File: src/rtl/keypad_pkg.sv
// keypad_pkg: shared state encoding and width helpers for the keypad scanner.
package keypad_pkg;

    typedef enum logic [2:0] {
        SCAN    = 3'd0,
        VERIFY  = 3'd1,
        PRESS   = 3'd2,
        HOLD    = 3'd3,
        RELEASE = 3'd4
    } scan_state_t;

    // Bits needed to index n items (never less than one bit).
    function automatic int index_width(input int n);
        int w;
        if (n <= 2) begin
            w = 1;
        end else begin
            w = $clog2(n);
        end
        return w;
    endfunction

    // Width of a key code for a rows x cols matrix.
    function automatic int code_width(input int rows, input int cols);
        return index_width(rows * cols);
    endfunction

    // Largest of three cycle counts, used to size the shared counters.
    function automatic int max3(input int a, input int b, input int c);
        int m;
        m = a;
        if (b > m) begin
            m = b;
        end else begin
            m = m;
        end
        if (c > m) begin
            m = c;
        end else begin
            m = m;
        end
        return m;
    endfunction

endpackage

File: src/rtl/keypad_scan_ctrl_row_sync.sv
// row_sync: two-flop synchronizer bringing the asynchronous row levels into clk.
module row_sync #(
    parameter int WIDTH = 4
) (
    input  logic             clk,
    input  logic             reset,
    input  logic [WIDTH-1:0] d,
    output logic [WIDTH-1:0] q
);

    logic [WIDTH-1:0] meta_r;
    logic [WIDTH-1:0] sync_r;

    // Two-stage capture; the second stage is the only one the FSM may look at.
    always_ff @(posedge clk or posedge reset) begin
        if (reset) begin
            meta_r <= {WIDTH{1'b0}};
            sync_r <= {WIDTH{1'b0}};
        end else begin
            meta_r <= d;
            sync_r <= meta_r;
        end
    end

    assign q = sync_r;

endmodule

File: src/rtl/keypad_scan_ctrl.sv
// keypad_scan_ctrl: sweeps a ROWS x COLS key matrix one column at a time,
// debounces press and release, strobes each accepted key code and keeps a
// short history of codes for the display multiplexer.
// Optional auto-repeat while a key stays held: define KEYPAD_REPEAT_EN.
module keypad_scan_ctrl
    import keypad_pkg::*;
#(
    parameter int ROWS            = 4,
    parameter int COLS            = 4,
    parameter int SETTLE_CYCLES   = 4800,
    parameter int DEBOUNCE_CYCLES = 480000,
    parameter int HIST_DEPTH      = 2,
    parameter int REPEAT_CYCLES   = 24000000
) (
    input  logic                                             clk,
    input  logic                                             reset,
    input  logic [ROWS-1:0]                                  rowPins,
    output logic [COLS-1:0]                                  colPins,
    output logic                                             key_valid,
    output logic [code_width(ROWS, COLS)-1:0]                key_code,
    output logic [HIST_DEPTH*code_width(ROWS, COLS)-1:0]     key_history,
    output logic                                             key_held
);

    localparam int CODE_W = code_width(ROWS, COLS);
    localparam int HIST_W = HIST_DEPTH * CODE_W;
    localparam int ROW_W  = index_width(ROWS);
    localparam int COL_W  = index_width(COLS);
    // One counter width covers every timed interval so no count can wrap.
    localparam int CNT_W  = index_width(max3(SETTLE_CYCLES, DEBOUNCE_CYCLES, REPEAT_CYCLES) + 1);

    localparam logic [CNT_W-1:0] SETTLE_LAST   = CNT_W'(SETTLE_CYCLES - 1);
    localparam logic [CNT_W-1:0] DEBOUNCE_LAST = CNT_W'(DEBOUNCE_CYCLES - 1);
    localparam logic [COL_W-1:0] COL_LAST      = COL_W'(COLS - 1);

    scan_state_t        state_r, state_s;
    logic [COL_W-1:0]   col_r, col_s;
    logic [ROW_W-1:0]   row_r, row_s;
    logic [CNT_W-1:0]   cnt_r, cnt_s;
    logic [ROWS-1:0]    rs_s;
    logic               row_hit_s;
    logic               emit_s;
    logic [CODE_W-1:0]  code_s;

    logic               key_valid_r;
    logic [CODE_W-1:0]  key_code_r;
    logic [HIST_W-1:0]  key_history_r;
    logic               key_held_r;
    logic [COLS-1:0]    col_pins_r;

`ifdef KEYPAD_REPEAT_EN
    localparam logic [CNT_W-1:0] REPEAT_LAST = CNT_W'(REPEAT_CYCLES - 1);
    logic [CNT_W-1:0]   rep_r, rep_s;
`endif

    row_sync #(.WIDTH(ROWS)) u_row_sync (
        .clk   (clk),
        .reset (reset),
        .d     (rowPins),
        .q     (rs_s)
    );

    // Lowest set row wins when several rows close on the same column.
    function automatic logic [ROW_W-1:0] lowest_row(input logic [ROWS-1:0] v);
        logic [ROW_W-1:0] idx;
        idx = {ROW_W{1'b0}};
        for (int i = ROWS - 1; i >= 0; i--) begin
            if (v[i]) begin
                idx = ROW_W'(i);
            end else begin
                idx = idx;
            end
        end
        return idx;
    endfunction

    assign row_hit_s = rs_s[row_r];
    assign code_s    = CODE_W'(int'(row_r) * COLS + int'(col_r));

    // Next-state logic: settle/scan, debounce, press, hold and release.
    always_comb begin
        state_s = state_r;
        col_s   = col_r;
        row_s   = row_r;
        cnt_s   = cnt_r;
        emit_s  = 1'b0;
`ifdef KEYPAD_REPEAT_EN
        rep_s   = {CNT_W{1'b0}};
`endif
        case (state_r)
            SCAN: begin
                if (cnt_r == SETTLE_LAST) begin
                    cnt_s = {CNT_W{1'b0}};
                    if (rs_s == {ROWS{1'b0}}) begin
                        col_s = (col_r == COL_LAST) ? {COL_W{1'b0}} : col_r + COL_W'(1'b1);
                    end else begin
                        row_s   = lowest_row(rs_s);
                        state_s = VERIFY;
                    end
                end else begin
                    cnt_s = cnt_r + CNT_W'(1'b1);
                end
            end
            VERIFY: begin
                if (!row_hit_s) begin
                    state_s = SCAN;
                    cnt_s   = {CNT_W{1'b0}};
                end else if (cnt_r == DEBOUNCE_LAST) begin
                    state_s = PRESS;
                    cnt_s   = {CNT_W{1'b0}};
                    emit_s  = 1'b1;
                end else begin
                    cnt_s = cnt_r + CNT_W'(1'b1);
                end
            end
            PRESS: begin
                state_s = HOLD;
                cnt_s   = {CNT_W{1'b0}};
            end
            HOLD: begin
                cnt_s = {CNT_W{1'b0}};
                if (!row_hit_s) begin
                    state_s = RELEASE;
`ifdef KEYPAD_REPEAT_EN
                end else if (rep_r == REPEAT_LAST) begin
                    emit_s = 1'b1;
                    rep_s  = {CNT_W{1'b0}};
                end else begin
                    rep_s = rep_r + CNT_W'(1'b1);
                end
`else
                end else begin
                    state_s = HOLD;
                end
`endif
            end
            RELEASE: begin
                if (row_hit_s) begin
                    state_s = HOLD;
                    cnt_s   = {CNT_W{1'b0}};
                end else if (cnt_r == DEBOUNCE_LAST) begin
                    state_s = SCAN;
                    cnt_s   = {CNT_W{1'b0}};
                    col_s   = (col_r == COL_LAST) ? {COL_W{1'b0}} : col_r + COL_W'(1'b1);
                end else begin
                    cnt_s = cnt_r + CNT_W'(1'b1);
                end
            end
            default: begin
                state_s = SCAN;
                cnt_s   = {CNT_W{1'b0}};
            end
        endcase
    end

    // State, column, latched row and interval counters.
    always_ff @(posedge clk or posedge reset) begin
        if (reset) begin
            state_r <= SCAN;
            col_r   <= {COL_W{1'b0}};
            row_r   <= {ROW_W{1'b0}};
            cnt_r   <= {CNT_W{1'b0}};
`ifdef KEYPAD_REPEAT_EN
            rep_r   <= {CNT_W{1'b0}};
`endif
        end else begin
            state_r <= state_s;
            col_r   <= col_s;
            row_r   <= row_s;
            cnt_r   <= cnt_s;
`ifdef KEYPAD_REPEAT_EN
            rep_r   <= rep_s;
`endif
        end
    end

    // Registered outputs; code and history change on the edge that raises key_valid.
    always_ff @(posedge clk or posedge reset) begin
        if (reset) begin
            key_valid_r   <= 1'b0;
            key_code_r    <= {CODE_W{1'b0}};
            key_history_r <= {HIST_W{1'b0}};
            key_held_r    <= 1'b0;
            col_pins_r    <= COLS'(1'b1);
        end else begin
            key_valid_r <= emit_s;
            if (emit_s) begin
                key_code_r    <= code_s;
                key_history_r <= (key_history_r << CODE_W) | HIST_W'(code_s);
            end else begin
                key_code_r    <= key_code_r;
                key_history_r <= key_history_r;
            end
            key_held_r <= (state_s == HOLD) || (state_s == RELEASE);
            col_pins_r <= COLS'(1'b1) << col_s;
        end
    end

    assign colPins     = col_pins_r;
    assign key_valid   = key_valid_r;
    assign key_code    = key_code_r;
    assign key_history = key_history_r;
    assign key_held    = key_held_r;

endmodule

File: config.mk
export PLATFORM = sky130hd
export DESIGN_NAME = keypad_scan_ctrl
export DESIGN_NICKNAME = d
export VERILOG_FILES = /design/src/rtl/keypad_pkg.sv /design/src/rtl/keypad_scan_ctrl_row_sync.sv /design/src/rtl/keypad_scan_ctrl.sv
export SDC_FILE = /design/constraint.sdc
export NUM_CORES = 1
export LEC_CHECK = 0
export CORE_MARGIN = 2
export CORE_UTILIZATION = 30
export DETAILED_ROUTE_END_ITERATION = 8
export DONT_BUFFER_PORTS = 1
export PLACE_DENSITY = 0.55
export SLEW_MARGIN = 10
export SYNTH_ARGS = -nofsm -noshare
export SYNTH_HDL_FRONTEND = slang
export SYNTH_SLANG_ARGS = --single-unit
File: constraint.sdc
create_clock -name clk -period 1.95 [get_ports clk]
set_input_delay 0.39 -clock clk [delete_from_list [all_inputs] [get_ports clk]]
set_output_delay 0.39 -clock clk [all_outputs]
set_load 0.01 [all_outputs]
==> results of run 1 <==
-- area by class of cell --
cell class	instances	share of cell area, %
inverter	10	1.22
clock inverter	2	0.448
clock buffer	6	2.36
sequential	54	44.0
timing repair buffer	39	10.3
multi-input combinational	160	37.4
tap	105	4.27
-- through the flow --
step	cells	total power [mW]	utilization (%)	TNS, ns
global placement	366	1.19	35.9	-3.22
global route	376	1.87	37.6	-6.23
floorplan	232	1.18	-	-1.80
detailed placement	366	1.19	35.9	-3.45
CTS	375	1.83	37.3	-2.74
finish	376	1.79	37.6	-3.21
-- power breakdown --
part / internal (mW) / total [mW] / switching (mW) / leakage, nW
Clock: 0.257 / 0.622 / 0.365 / 0.0456
Combinational: 0.0102 / 0.0363 / 0.0261 / 0.588
Sequential: 1.13 / 1.13 / 0.00514 / 0.718
-- logic make-up (layout without fill, tap and decap cells) --
family,Yosys count,in the layout
fa+ha+maj,2,2
mux,16,16
flops,54,54
simple gates,105,105
buf+inv,18,57
xor+xnor,23,23
compound gates,14,14
-- state kept, by name, indices dropped and copies added (netlist names) --
signal             count
cnt_r                 25
colPins                4
col_r                  2
key_code               3
key_held               1
key_history            5
key_valid              1
row_r                  2
state_r                3
u_row_sync.meta_r      4
u_row_sync.q           4
-- synthesized netlist by cell type (all sizes together) (2+ instances only) --
cell type  count
nor4           5
nand2         11
nand2b         4
and4           2
and3           6
dfrtp         53
a22oi          2
xor2           8
or4            3
nand3         13
inv           10
nand4          8
o21ai          4
buf            7
xnor2         15
o22ai          2
nor2          41
mux2i          3
nor3           8
mux2          12
ha             2
a21oi          2
-- worst reg2reg max path, cell delays in order (launching register included) --
cell,delay (ns)
dfrtp_1,0.40
or4_4,0.55
nor2_4,0.23
nand4_4,0.15
o22ai_4,0.31
mux2_4,0.33
-- layer usage --
metal / up-vias / routed length [µm] / track usage (%)
met1: 853 / 2490 / 17.1
met5: - / 0 / 0
met2: 27 / 2290 / 17.6
met4: 0 / 61 / 4.64
met3: 4 / 126 / 2.53
li1: 876 / - / -
-- worst min path at each step --
stage | cells past startpoint | endpoint | from
floorplan | 0 | u_row_sync.q[0]$_DFF_PP0_ | u_row_sync.meta_r[0]$_DFF_PP0_
global placement | 0 | u_row_sync.q[3]$_DFF_PP0_ | u_row_sync.meta_r[3]$_DFF_PP0_
CTS | 2 | cnt_r[8]$_DFF_PP0_ | reset
global route | 2 | colPins[1]$_DFF_PP0_ | reset
finish | 2 | cnt_r[8]$_DFF_PP0_ | reset
detailed placement | 0 | u_row_sync.q[0]$_DFF_PP0_ | u_row_sync.meta_r[0]$_DFF_PP0_
-- what timing repair did --
action / CTS / global route
buffers inserted: 1 / 1
endpoints found under the setup margin: 39 / 44
resized for setup: 5 / 6
pin swaps: 5 / 1
==> results.txt, run 1 <==
----------------------------------------------------
[Logic synthesis]
  Complex-gate fraction of the synthesized area ... 4.62%
  Xor-xnor portion of the synthesized cell area ... 7.99%
  Synth Cell Area ... 2520 µm²
  Count of different cell masters after synthesis ... 39
  #FFs+latches synth ... 54
  Count of flip-flops with a built-in enable after synthesis ... 0
  Average instance area after synthesis ... 10.9 µm²
  Adder and majority gate portion of the synthesized area ... 0.993%
  Mux cell area share after synthesis ... 7.44%
  Area contributors post-synth ... dfrtp_1 (53%), nor2_1 (6.0%), mux2_2 (5.4%), xnor2_1 (5.2%), xor2_1 (2.8%)
  Count of mapped cells out of synthesis ... 232
  Portion of the post-synthesis area used by sequential elements ... 53.6%
  Most common flop cell mapped by yosys ... dfrtp_1
  Main combinational cell family by area after synthesis ... simple AND/OR/NAND/NOR gates
  Yosys Warn Count ... 0
  Number of nets produced by synthesis ... 240
  Post-synthesis simple-gate area fraction ... 21.4%
  Cell type contributing the most total cell area after synthesis ... dfrtp_1
  Fraction of synthesis flops using an asynchronous set or reset pin ... 100%
  Proportion of netlist area held by the largest area contributor ... 52.6%

[Setup path]
  Arrival time at the worst endpoint ... 2.27 ns
  Largest fanout on the critical path ... 5
  Crit path max-delay cell type ... or4_4
  Setup crit end ... col_r[1]$_DFF_PP0_
  Critical Path Start ... cnt_r[13]$_DFF_PP0_
  Setup crit end kind ... register
  Number of cells on the critical path ... 5
  Worst reg2reg startpoint ... cnt_r[13]$_DFF_PP0_
  R2r setup slk ... -0.13 ns
  R2r worst-path depth ... 5
  Cells along the critical path ... or4_4 -> nor2_4 -> nand4_4 -> o22ai_4 -> mux2_4
  Crit path max-delay family ... simple AND/OR/NAND/NOR gates
  Worst R2R End ... col_r[1]$_DFF_PP0_
  Critical path launch point type ... register
  Delay of the slowest cell on the worst path ... 0.55 ns
  Buf+Inv Stages, Crit Path ... 0
  Critical Setup Path Class ... register to register
  Data required time at the worst endpoint ... 2.14 ns

[Placement]
  Sum of net half-perimeters after detailed placement ... 3.41 mm
  Worst slack, placed ... -0.114 ns
  Weighted congestion reported at the end of routability-driven placement ... 0.784
  Cell area after placement ... 2940 µm²
  Number of input and output port buffers inserted ... 0

[GRT]
  Number of global-route vias before repair ... 1713
  Number of antenna violations at the first check in global routing ... 0
  Total routing resource utilization after global routing ... 11.9%
  Pin count of the biggest net entering global routing ... 55
  Total congestion overflow after global routing ... 0
  Global-route wire length before repair ... 8.49 mm

[STA]
  Worst Max-Slew Pin Slew ... 0.374 ns
  Final clock period utilization by the worst path ... 107%
  Final clock skew ... 0.00589 ns
  Hold Vio Cnt, Final ... 0
  Fin worst setup slack ... -0.127 ns
  Maximum operating frequency ... 0.481 GHz
  Number of setup violations in the final report ... 41
  Max-Slew Margin vs Limit ... 75.0%
  Pins over their slew limit ... 0
  Post-route worst hold slack ... 0.00319 ns
  Unrepaired setup endpoints after global routing ... yes
  Clock period minus worst slack ... 2.08 ns

[Clock network]
  CTS sink cnt ... 54
  Clk Tree Root Cell ... clkbuf_8
  Reg clk slew, reported paths ... 0.10 ns
  Longest Clk Path Bufs ... 2
  Worst-Skew Late Latency ... 0.30 ns
  Number of hold buffers added after cts ... 0
  Deepest level of the CTS H-tree ... 2
  Cts bufs inserted ... 5
  TritonCTS clock tree ... yes

[Die]
  Height of the die ... 95.7 µm
  Effective utilization at floorplan ... 30.8%
  Die Area ... 9150 µm²
  Count of pins on the block boundary ... 24
  Area of the core ... 8180 µm²
  Width of the die ... 95.7 µm
  FP Rows ... 33

[Finish]
  Layout overhead on the synthesized area ... 22.0%
  Multi-input logic area ... 1150 µm²
  Commonest non-fill, non-tap cell in the layout ... dfrtp_1
  Antenna diode count ... 0
  Fill cell instance count of the final layout ... 821
  Final layout net count ... 278
  Most frequent cells in the layout ... dfrtp_1 (53), nor2_1 (37), buf_4 (37)
  Area of all sequential standard cells ... 1350 µm²
  Share of layout cells above drive strength 1 ... 27.7%
  Post-Layout Inst Area ... 3080 µm²

[Drt]
  Total detailed-routing wirelength ... 4.97 mm
  Drt pass-1 iters ... 4
  Total vias in the final route ... 1760
  Antenna viol nets, final ... 0
  Vias/cell ... 4.68
  Drt wl/cell ... 13.2 µm
  DRC violation total after the first TritonRoute iteration ... 49
  Drt drc ... 0

[Power and ir drop]
  Power Density ... 582 nW/µm²
  Largest vdd supply drop ... 0.339 mV
  Leakage ... 1.35 nW

[Run status]
  Violations in the final reports ... setup timing
  Outcome ... finished with violations

[Run]
  Count of max-cap constraint violations ... 0

[Min path]
  Class of the most critical hold timing path ... input port to async pin

----------------------------------------------------
(Power assumes the default switching activity.)
==> run 2: changes to the inputs <==
--- a/config.mk
+++ b/config.mk
@@ -9,7 +9,7 @@
 export CORE_UTILIZATION = 30
 export DETAILED_ROUTE_END_ITERATION = 8
 export DONT_BUFFER_PORTS = 1
-export PLACE_DENSITY = 0.55
+export PLACE_DENSITY = 0.54
 export SLEW_MARGIN = 10
 export SYNTH_ARGS = -nofsm -noshare
 export SYNTH_HDL_FRONTEND = slang
==> constraint.sdc (replaced) <==
create_clock -name clk -period 2.2 [get_ports clk]
set_input_delay 0.44 -clock clk [delete_from_list [all_inputs] [get_ports clk]]
set_output_delay 0.44 -clock clk [all_outputs]
set_load 0.01 [all_outputs]
==> run 2 against run 1 <==
The run now ends clean. Non-clock buffer count down 25. Highest routed layer unchanged. Sequential share of layout area is 3.6 points higher. Die area is the same. First-iteration DRC count is 71% higher. Count of clock-buffer cells in the layout unchanged. Final area fell by 7.6%. Global-route usage shrank 1.0 points. Clock power fell by 9.6%.
==> results.txt, run 2 (synthesis gave the netlist of run 1 again) <==
----------------------------------------------------
[GRT]
  Total congestion overflow after global routing ... 0 (unchanged)
  Total routing resource utilization after global routing ... 10.9% (-1.0 points)
  Global-route wire length before repair ... 7.75 mm (-8.8%)
  Met1 usage in global routing ... 15.2% (-1.8 points)
  Routing layer with the top usage in global route ... met2
  Met3 Track Usage GR ... 2.69% (+0.16 points)
  GRT met2 Usage ... 16.4% (-1.2 points)
  Pin count of the biggest net entering global routing ... 30 (-45%)
  Number of antenna violations at the first check in global routing ... 0 (unchanged)
  Number of global-route vias before repair ... 1611 (-6.0%)

[Setup path]
  Critical Setup Path Class ... register to register
  R2r setup slk ... 0.11 ns (+0.23 ns)
  Arrival time at the worst endpoint ... 2.30 ns (+0.03 ns)
  Setup crit end kind ... register
  Critical path launch point type ... register
  Largest fanout on the critical path ... 6 (+1)
  Worst reg2reg startpoint ... cnt_r[17]$_DFF_PP0_
  Critical Path Start ... cnt_r[17]$_DFF_PP0_
  Data required time at the worst endpoint ... 2.40 ns (+0.26 ns)

[Finish]
  Non-filler cells in the finished layout ... 351 (-6.6%)
  Fill cell instance count of the final layout ... 856 (+4.3%)
  Share of layout cells above drive strength 1 ... 17.9% (-9.8 points)
  Layout overhead on the synthesized area ... 12.7%
  Biggest register ... cnt_r
  Antenna diode count ... 0 (unchanged)
  Post-Route Utilization ... 34.7% (-2.9 points)
  Commonest non-fill, non-tap cell in the layout ... dfrtp_1
  Final layout net count ... 253 (-9.0%)
  Most frequent cells in the layout ... dfrtp_1 (53), nor2_1 (39), xnor2_1 (15)
  Max FFs per register ... 25 (unchanged)

[Run status]
  Outcome ... complete, no violations

[STA]
  Number of setup violations in the final report ... 0 (-100%)
  Pins over their slew limit ... 0 (unchanged)
  Hold Vio Cnt, Final ... 0 (unchanged)
  Clock period minus worst slack ... 2.09 ns (+0.0175 ns)
  Worst Max-Slew Pin Slew ... 0.586 ns (+0.212 ns)
  Maximum operating frequency ... 0.477 GHz (-0.83%)
  Max-Slew Margin vs Limit ... 60.9% (-14 points)
  Final clock skew ... 0.00937 ns (+0.00348 ns)
  Unrepaired setup endpoints after global routing ... no
  Final clock period utilization by the worst path ... 95.2% (-11 points)
  Post-route worst hold slack ... 0.0581 ns (+0.0549 ns)

[Drt]
  Antenna viol nets, final ... 0 (unchanged)
  Total detailed-routing wirelength ... 4.60 mm (-7.5%)
  Total vias in the final route ... 1682 (-4.4%)
  Drt pass-1 iters ... 4 (unchanged)
  Drt wl/cell ... 13.1 µm (-0.89%)
  Drt drc ... 0 (unchanged)
  DRC violation total after the first TritonRoute iteration ... 84 (+71%)
  Vias/cell ... 4.79 (+2.4%)

[Die]
  Area of the core ... 8180 µm² (unchanged)
  Die Area ... 9150 µm² (unchanged)
  Count of pins on the block boundary ... 24 (unchanged)
  FP Rows ... 33 (unchanged)
  Height of the die ... 95.7 µm (unchanged)
  Width of the die ... 95.7 µm (unchanged)
  Effective utilization at floorplan ... 30.8% (unchanged)

[Power and ir drop]
  Combinational group share of total power ... 1.9% (about the same)
  Switch share ... 22.8% (+0.62 points)
  Share of total power in sequential cells ... 62.9% (-0.3 points)
  Leakage ... 1.24 nW (-8.6%)
  Largest vdd supply drop ... 0.209 mV (-38%)
  Internal power ... 1.23 mW (-12%)
  Power spent charging and discharging nets ... 363 µW (-8.4%)
  Power Density ... 562 nW/µm² (-3.5%)
  Clock power share ... 35.2% (+0.5 points)

[Placement]
  Number of input and output port buffers inserted ... 0 (unchanged)
  Instance count after placement with tap cells included ... 341 (-6.8%)
  Weighted congestion reported at the end of routability-driven placement ... 0.783 (about the same)
  Sum of net half-perimeters after detailed placement ... 3.11 mm (-8.9%)

[Clock network]
  Deepest level of the CTS H-tree ... 2 (unchanged)
  Cts bufs inserted ... 5 (unchanged)
  TritonCTS clock tree ... yes
  Worst-Skew Late Latency ... 0.31 ns (about the same)
  CTS sink cnt ... 54 (unchanged)
  Longest Clk Path Bufs ... 2 (unchanged)
  Clk Tree Root Cell ... clkbuf_8
  Reg clk slew, reported paths ... 0.10 ns (about the same)

[Min path]
  Class of the most critical hold timing path ... input port to async pin

[Run]
  Count of max-cap constraint violations ... 0 (unchanged)

----------------------------------------------------
==> run 2: routing by layer <==
metal / vias to the layer above / share of wire, %
met5: - / 0
met3: 6 / 2.5
li1: 831 / -
met1: 821 / 50
met2: 24 / 45
met4: 0 / 1.7
==> run 2: final cells by class <==
cell class | instances | area [µm²] | share of cell area (%)
Sequential cell | 54 | 1350 | 47.6
Multi-Input combinational cell | 160 | 1100 | 38.8
Tap cell | 105 | 131 | 4.63
Timing Repair Buffer | 14 | 130 | 4.58
Clock buffer | 6 | 72.6 | 2.56
Inverter | 10 | 37.5 | 1.32
Clock inverter | 2 | 13.8 | 0.485
==> run 2: critical path, stage by stage (launching register included) <==
cell,delay [ns]
dfrtp_1,0.43
or4_1,0.49
nor2_1,0.24
nand4_4,0.17
o22ai_4,0.29
mux2_2,0.37
==> run 2: final timing paths <==
path / end / depth (start not counted)
worst max register to register: col_r[1]$_DFF_PP0_ / 5
min in group clk: u_row_sync.meta_r[0]$_DFF_PP0_ / 0
max in group asynchronous: colPins[0]$_DFF_PP1_ / 2
worst max-delay path: col_r[1]$_DFF_PP0_ / 5
worst min-delay path: cnt_r[8]$_DFF_PP0_ / 1
worst min register to register: u_row_sync.q[3]$_DFF_PP0_ / 0
==> run 2: what timing repair did <==
| action | 4_1_cts | 5_1_grt |
|---|---|---|
| gates resized for setup | 1 | 4 |
| endpoints found under the setup margin | 3 | 3 |
| hold buffers | 0 | 0 |
| pin swaps | 0 | 2 |
| setup buffers | 0 | 2 |
==> run 2: power groups by stage <==
stage,registers [mW],logic (mW),clock network (mW)
floorplan,1.02,0.0202,0
global placement,1.02,0.0322,0
detailed placement,1.02,0.0321,0
CTS,1.00,0.0323,0.589
global route,1.00,0.0358,0.618
finish,1.00,0.0297,0.562
==> run 2: metrics by stage <==
step / TNS (ns) / area, µm² / power [mW] / setup WS (ns)
finish: 0 / 2840 / 1.60 / 0.105
detailed placement: -0.0153 / 2710 / 1.06 / -0.0101
global placement: 0 / 2710 / 1.06 / 0.0404
CTS: 0 / 2800 / 1.63 / 0.0385
floorplan: 0 / 2520 / 1.04 / 0.115
global route: 0 / 2840 / 1.66 / 0.0216
==> run 3: changes to the inputs <==
--- a/config.mk
+++ b/config.mk
@@ -9,8 +9,10 @@
 export CORE_UTILIZATION = 30
 export DETAILED_ROUTE_END_ITERATION = 8
 export DONT_BUFFER_PORTS = 1
+export GPL_ROUTABILITY_DRIVEN = 0
 export PLACE_DENSITY = 0.54
 export SLEW_MARGIN = 10
 export SYNTH_ARGS = -nofsm -noshare
 export SYNTH_HDL_FRONTEND = slang
+export SYNTH_HIERARCHICAL = 1
 export SYNTH_SLANG_ARGS = --single-unit
==> run 3 against run 2 <==
The run now ends with setup timing left. First-iteration DRC count down 30%. Register-to-register slack got worse by 0.22 ns. Largest cell class unchanged. Power rose by 5.2%. Largest power group unchanged. Fmax down 9.4%. Critical path depth unchanged. Wire length rose by 1.8%. Critical path type unchanged. Utilization grew 2.5 points. Synthesized cell count up 0.86%. Highest routed layer unchanged.
==> results.txt, run 3 <==
----------------------------------------------------
[Drt]
  Vias/cell ... 4.72 (-1.5%)
  Drt drc ... 0 (unchanged)
  Total detailed-routing wirelength ... 4.68 mm (+1.8%)
  Drt wl/cell ... 12.8 µm (-2.1%)
  Antenna viol nets, final ... 0 (unchanged)
  Total vias in the final route ... 1722 (+2.4%)
  DRC violation total after the first TritonRoute iteration ... 59 (-30%)
  Drt pass-1 iters ... 4 (unchanged)

[STA]
  Fin worst setup slack ... -0.113 ns (-0.218 ns)
  Pins over their slew limit ... 0 (unchanged)
  Unrepaired setup endpoints after global routing ... yes
  Max-Slew Margin vs Limit ... 63.9% (+3.1 points)
  Worst Max-Slew Pin Slew ... 0.540 ns (-0.0461 ns)
  Setup TNS after final layout ... -3.21 ns (-3.21 ns)
  Number of setup violations in the final report ... 39 (+39)
  Hold Vio Cnt, Final ... 0 (unchanged)
  Final clock skew ... 0.0111 ns (+0.00170 ns)
  Clock period minus worst slack ... 2.31 ns (+0.218 ns)
  Maximum operating frequency ... 0.432 GHz (-9.4%)
  Final clock period utilization by the worst path ... 105% (+9.9 points)

[Clock network]
  Worst-Skew Late Latency ... 0.30 ns (about the same)
  Deepest level of the CTS H-tree ... 2 (unchanged)
  Longest Clk Path Bufs ... 2 (unchanged)
  CTS sink cnt ... 54 (unchanged)
  Reg clk slew, reported paths ... 0.10 ns (about the same)
  Clk Tree Root Cell ... clkbuf_8
  TritonCTS clock tree ... yes
  Cts bufs inserted ... 5 (unchanged)

[Setup path]
  Data required time at the worst endpoint ... 2.38 ns (-0.02 ns)
  Arrival time at the worst endpoint ... 2.50 ns (+0.20 ns)
  R2r worst-path depth ... 5 (unchanged)
  R2r setup slk ... -0.11 ns (-0.22 ns)
  Worst R2R End ... col_r[0]$_DFF_PP0_
  Critical Setup Path Class ... register to register
  Setup crit end kind ... register
  Critical path launch point type ... register
  Worst reg2reg startpoint ... cnt_r[11]$_DFF_PP0_
  Largest fanout on the critical path ... 5 (-1)

[GRT]
  Total congestion overflow after global routing ... 0 (unchanged)
  Number of global-route vias before repair ... 1731 (+7.4%)
  Total routing resource utilization after global routing ... 10.8% (-0.092 points)
  Pin count of the biggest net entering global routing ... 27 (-10%)
  Global-route wire length before repair ... 7.87 mm (+1.5%)
  Number of antenna violations at the first check in global routing ... 0 (unchanged)

[Power and ir drop]
  Combinational group share of total power ... 1.9% (about the same)
  Power Density ... 546 nW/µm² (-2.7%)
  Leakage ... 1.37 nW (+11%)
  Clock power share ... 38.3% (+3.1 points)
  Power spent charging and discharging nets ... 331 µW (-8.8%)
  Largest vdd supply drop ... 0.220 mV (+5.2%)
  Tot Pwr ... 1.68 mW (+5.2%)
  Share of total power in sequential cells ... 59.8% (-3.1 points)
  Internal power ... 1.35 mW (+9.3%)
  Switch share ... 19.7% (-3.0 points)

[Die]
  Effective utilization at floorplan ... 31.1% (+0.27 points)
  Width of the die ... 96.5 µm (+0.90%)
  Die Area ... 9320 µm² (+1.8%)
  FP Rows ... 33 (unchanged)
  Area of the core ... 8260 µm² (+1.0%)
  Height of the die ... 96.5 µm (+0.90%)
  Count of pins on the block boundary ... 24 (unchanged)

[Logic synthesis]
  Yosys Warn Count ... 6 (+6)
  Ranking of synthesized cells by instance count ... dfrtp_1 (53), nor2_1 (37), xnor2_1 (15)
  Area contributors post-synth ... dfrtp_1 (52%), nor2_1 (5.4%), mux2_2 (5.3%), xnor2_1 (5.1%), xor2_1 (2.7%)
  Count of mapped cells out of synthesis ... 234 (+0.86%)
  Complex-gate fraction of the synthesized area ... 4.43% (-0.18 points)
  Synth Cell Area ... 2570 µm² (+1.9%)
  Main combinational cell family by area after synthesis ... simple AND/OR/NAND/NOR gates
  Count of different cell masters after synthesis ... 46 (+18%)
  Count of flip-flops with a built-in enable after synthesis ... 0 (unchanged)
  Most common flop cell mapped by yosys ... dfrtp_1
  Most repeated cell in the gate-level netlist after synthesis ... dfrtp_1
  Portion of the post-synthesis area used by sequential elements ... 52.7% (-0.99 points)
  Cell type contributing the most total cell area after synthesis ... dfrtp_1
  Mux cell area share after synthesis ... 7.31% (-0.14 points)
  Fraction of synthesis flops using an asynchronous set or reset pin ... 100% (unchanged)
  Average instance area after synthesis ... 11.0 µm² (+1.0%)
  Xor-xnor portion of the synthesized cell area ... 7.84% (-0.15 points)
  Proportion of netlist area held by the largest area contributor ... 51.6% (-0.97 points)
  Number of nets produced by synthesis ... 242 (+0.83%)
  Adder and majority gate portion of the synthesized area ... 0.974% (-0.018 points)
  Post-synthesis simple-gate area fraction ... 22.5% (+1.1 points)
  #FFs+latches synth ... 54 (unchanged)

[Finish]
  Area of all sequential standard cells ... 1350 µm² (unchanged)
  Max FFs per register ... 25 (unchanged)
  Commonest non-fill, non-tap cell in the layout ... dfrtp_1
  Final layout net count ... 267 (+5.5%)
  Biggest register ... cnt_r
  Post-Layout Inst Area ... 3070 µm² (+8.2%)
  Antenna diode count ... 0 (unchanged)
  Share of layout cells above drive strength 1 ... 23.1% (+5.2 points)
  Most frequent cells in the layout ... dfrtp_1 (53), nor2_1 (37), buf_4 (24)
  Multi-input logic area ... 1200 µm² (+8.7%)
  Fill cell instance count of the final layout ... 828 (-3.3%)
  Layout overhead on the synthesized area ... 19.6%

[Placement]
  Cell area after placement ... 2850 µm² (+5.2%)
  Sum of net half-perimeters after detailed placement ... 3.40 mm (+9.3%)
  Number of input and output port buffers inserted ... 0 (unchanged)
  Worst slack, placed ... -0.207 ns (-0.196 ns)

[Run status]
  Violations in the final reports ... setup timing
  Outcome ... finished with violations

[Run]
  Count of max-cap constraint violations ... 0 (unchanged)

[Min path]
  Class of the most critical hold timing path ... input port to async pin

----------------------------------------------------
run 3: worst max-delay path, cell delays in order, from the launching register on:
cell and delay [ns]:
dfrtp_1 0.39, or4b_4 0.55, nand4bb_4 0.22, or3b_4 0.42, o22ai_4 0.28, mux2_4 0.33
run 3: what timing repair did:
action | in CTS | in global routing
pin swaps | 6 | 3
gates resized for setup | 7 | 10
endpoints found under the setup margin | 43 | 42
buffers inserted | 2 | 1
hold buffers | 1 | 0
endpoints found under the hold margin | 8 | 0
run 3: layout make-up:
class                           instances  share of cell area, %
Sequential cell                        54                   44.0
Multi-Input combinational cell        161                   39.0
Timing Repair Buffer                   29                   8.23
Tap cell                              105                   4.28
Clock buffer                            7                   2.48
Clock inverter                          1                  0.978
Inverter                                8                  0.978
run 3: power by group through the flow:
stage,sequential (mW),clock [mW],combinational [mW]
6_report,1.00,0.643,0.0319
3_5_place_dp,1.02,0,0.0327
2_1_floorplan,1.02,0,0.0220
4_1_cts,1.00,0.662,0.0341
5_1_grt,1.01,0.702,0.0382
3_3_place_gp,1.02,0,0.0321
run 3: worst max-delay path by stage:
| stage | start | endpoint | slack (ns) |
|---|---|---|---|
| 2_1_floorplan | cnt_r[10]$_DFF_PP0_ | cnt_r[24]$_DFF_PP0_ | -0.1 |
| 3_3_place_gp | cnt_r[8]$_DFF_PP0_ | colPins[1]$_DFF_PP0_ | -0.20 |
| 3_5_place_dp | cnt_r[8]$_DFF_PP0_ | key_history[4]$_DFFE_PP0P_ | -0.21 |
| 4_1_cts | cnt_r[11]$_DFF_PP0_ | key_code[1]$_DFFE_PP0P_ | -0.16 |
| 5_1_grt | cnt_r[6]$_DFF_PP0_ | col_r[0]$_DFF_PP0_ | -0.22 |
| 6_report | cnt_r[11]$_DFF_PP0_ | col_r[0]$_DFF_PP0_ | -0.11 |
run 3: routing by layer:
layer | GRT usage [%] | wire (µm)
met1 | 14.1 | 2240
met2 | 17.9 | 2220
met3 | 2.09 | 137
met4 | 3.99 | 79
met5 | 0 | 0
run 3: metrics by stage:
| stage | hold WS, ns | utilization, % | instances |
|---|---|---|---|
| finish | 0.0574 | 37.2 | 365 |
| detailed placement | 0.283 | 34.5 | 353 |
| floorplan | 0.256 | - | 234 |
| CTS | 0.0724 | 36.6 | 364 |
| global route | 0.100 | 37.2 | 365 |
| global placement | 0.276 | 34.5 | 353 |
run 3: cells by family (layout without fill, tap and decap cells):
kind of cell,after synthesis,count (layout)
flip-flops,54,54
AO/OA/AOI/OAI,13,13
XOR/XNOR,23,23
AND/OR/NAND/NOR,107,107
multiplexers,16,16
buffers and inverters,19,45
adder cells (fa/ha/maj),2,2
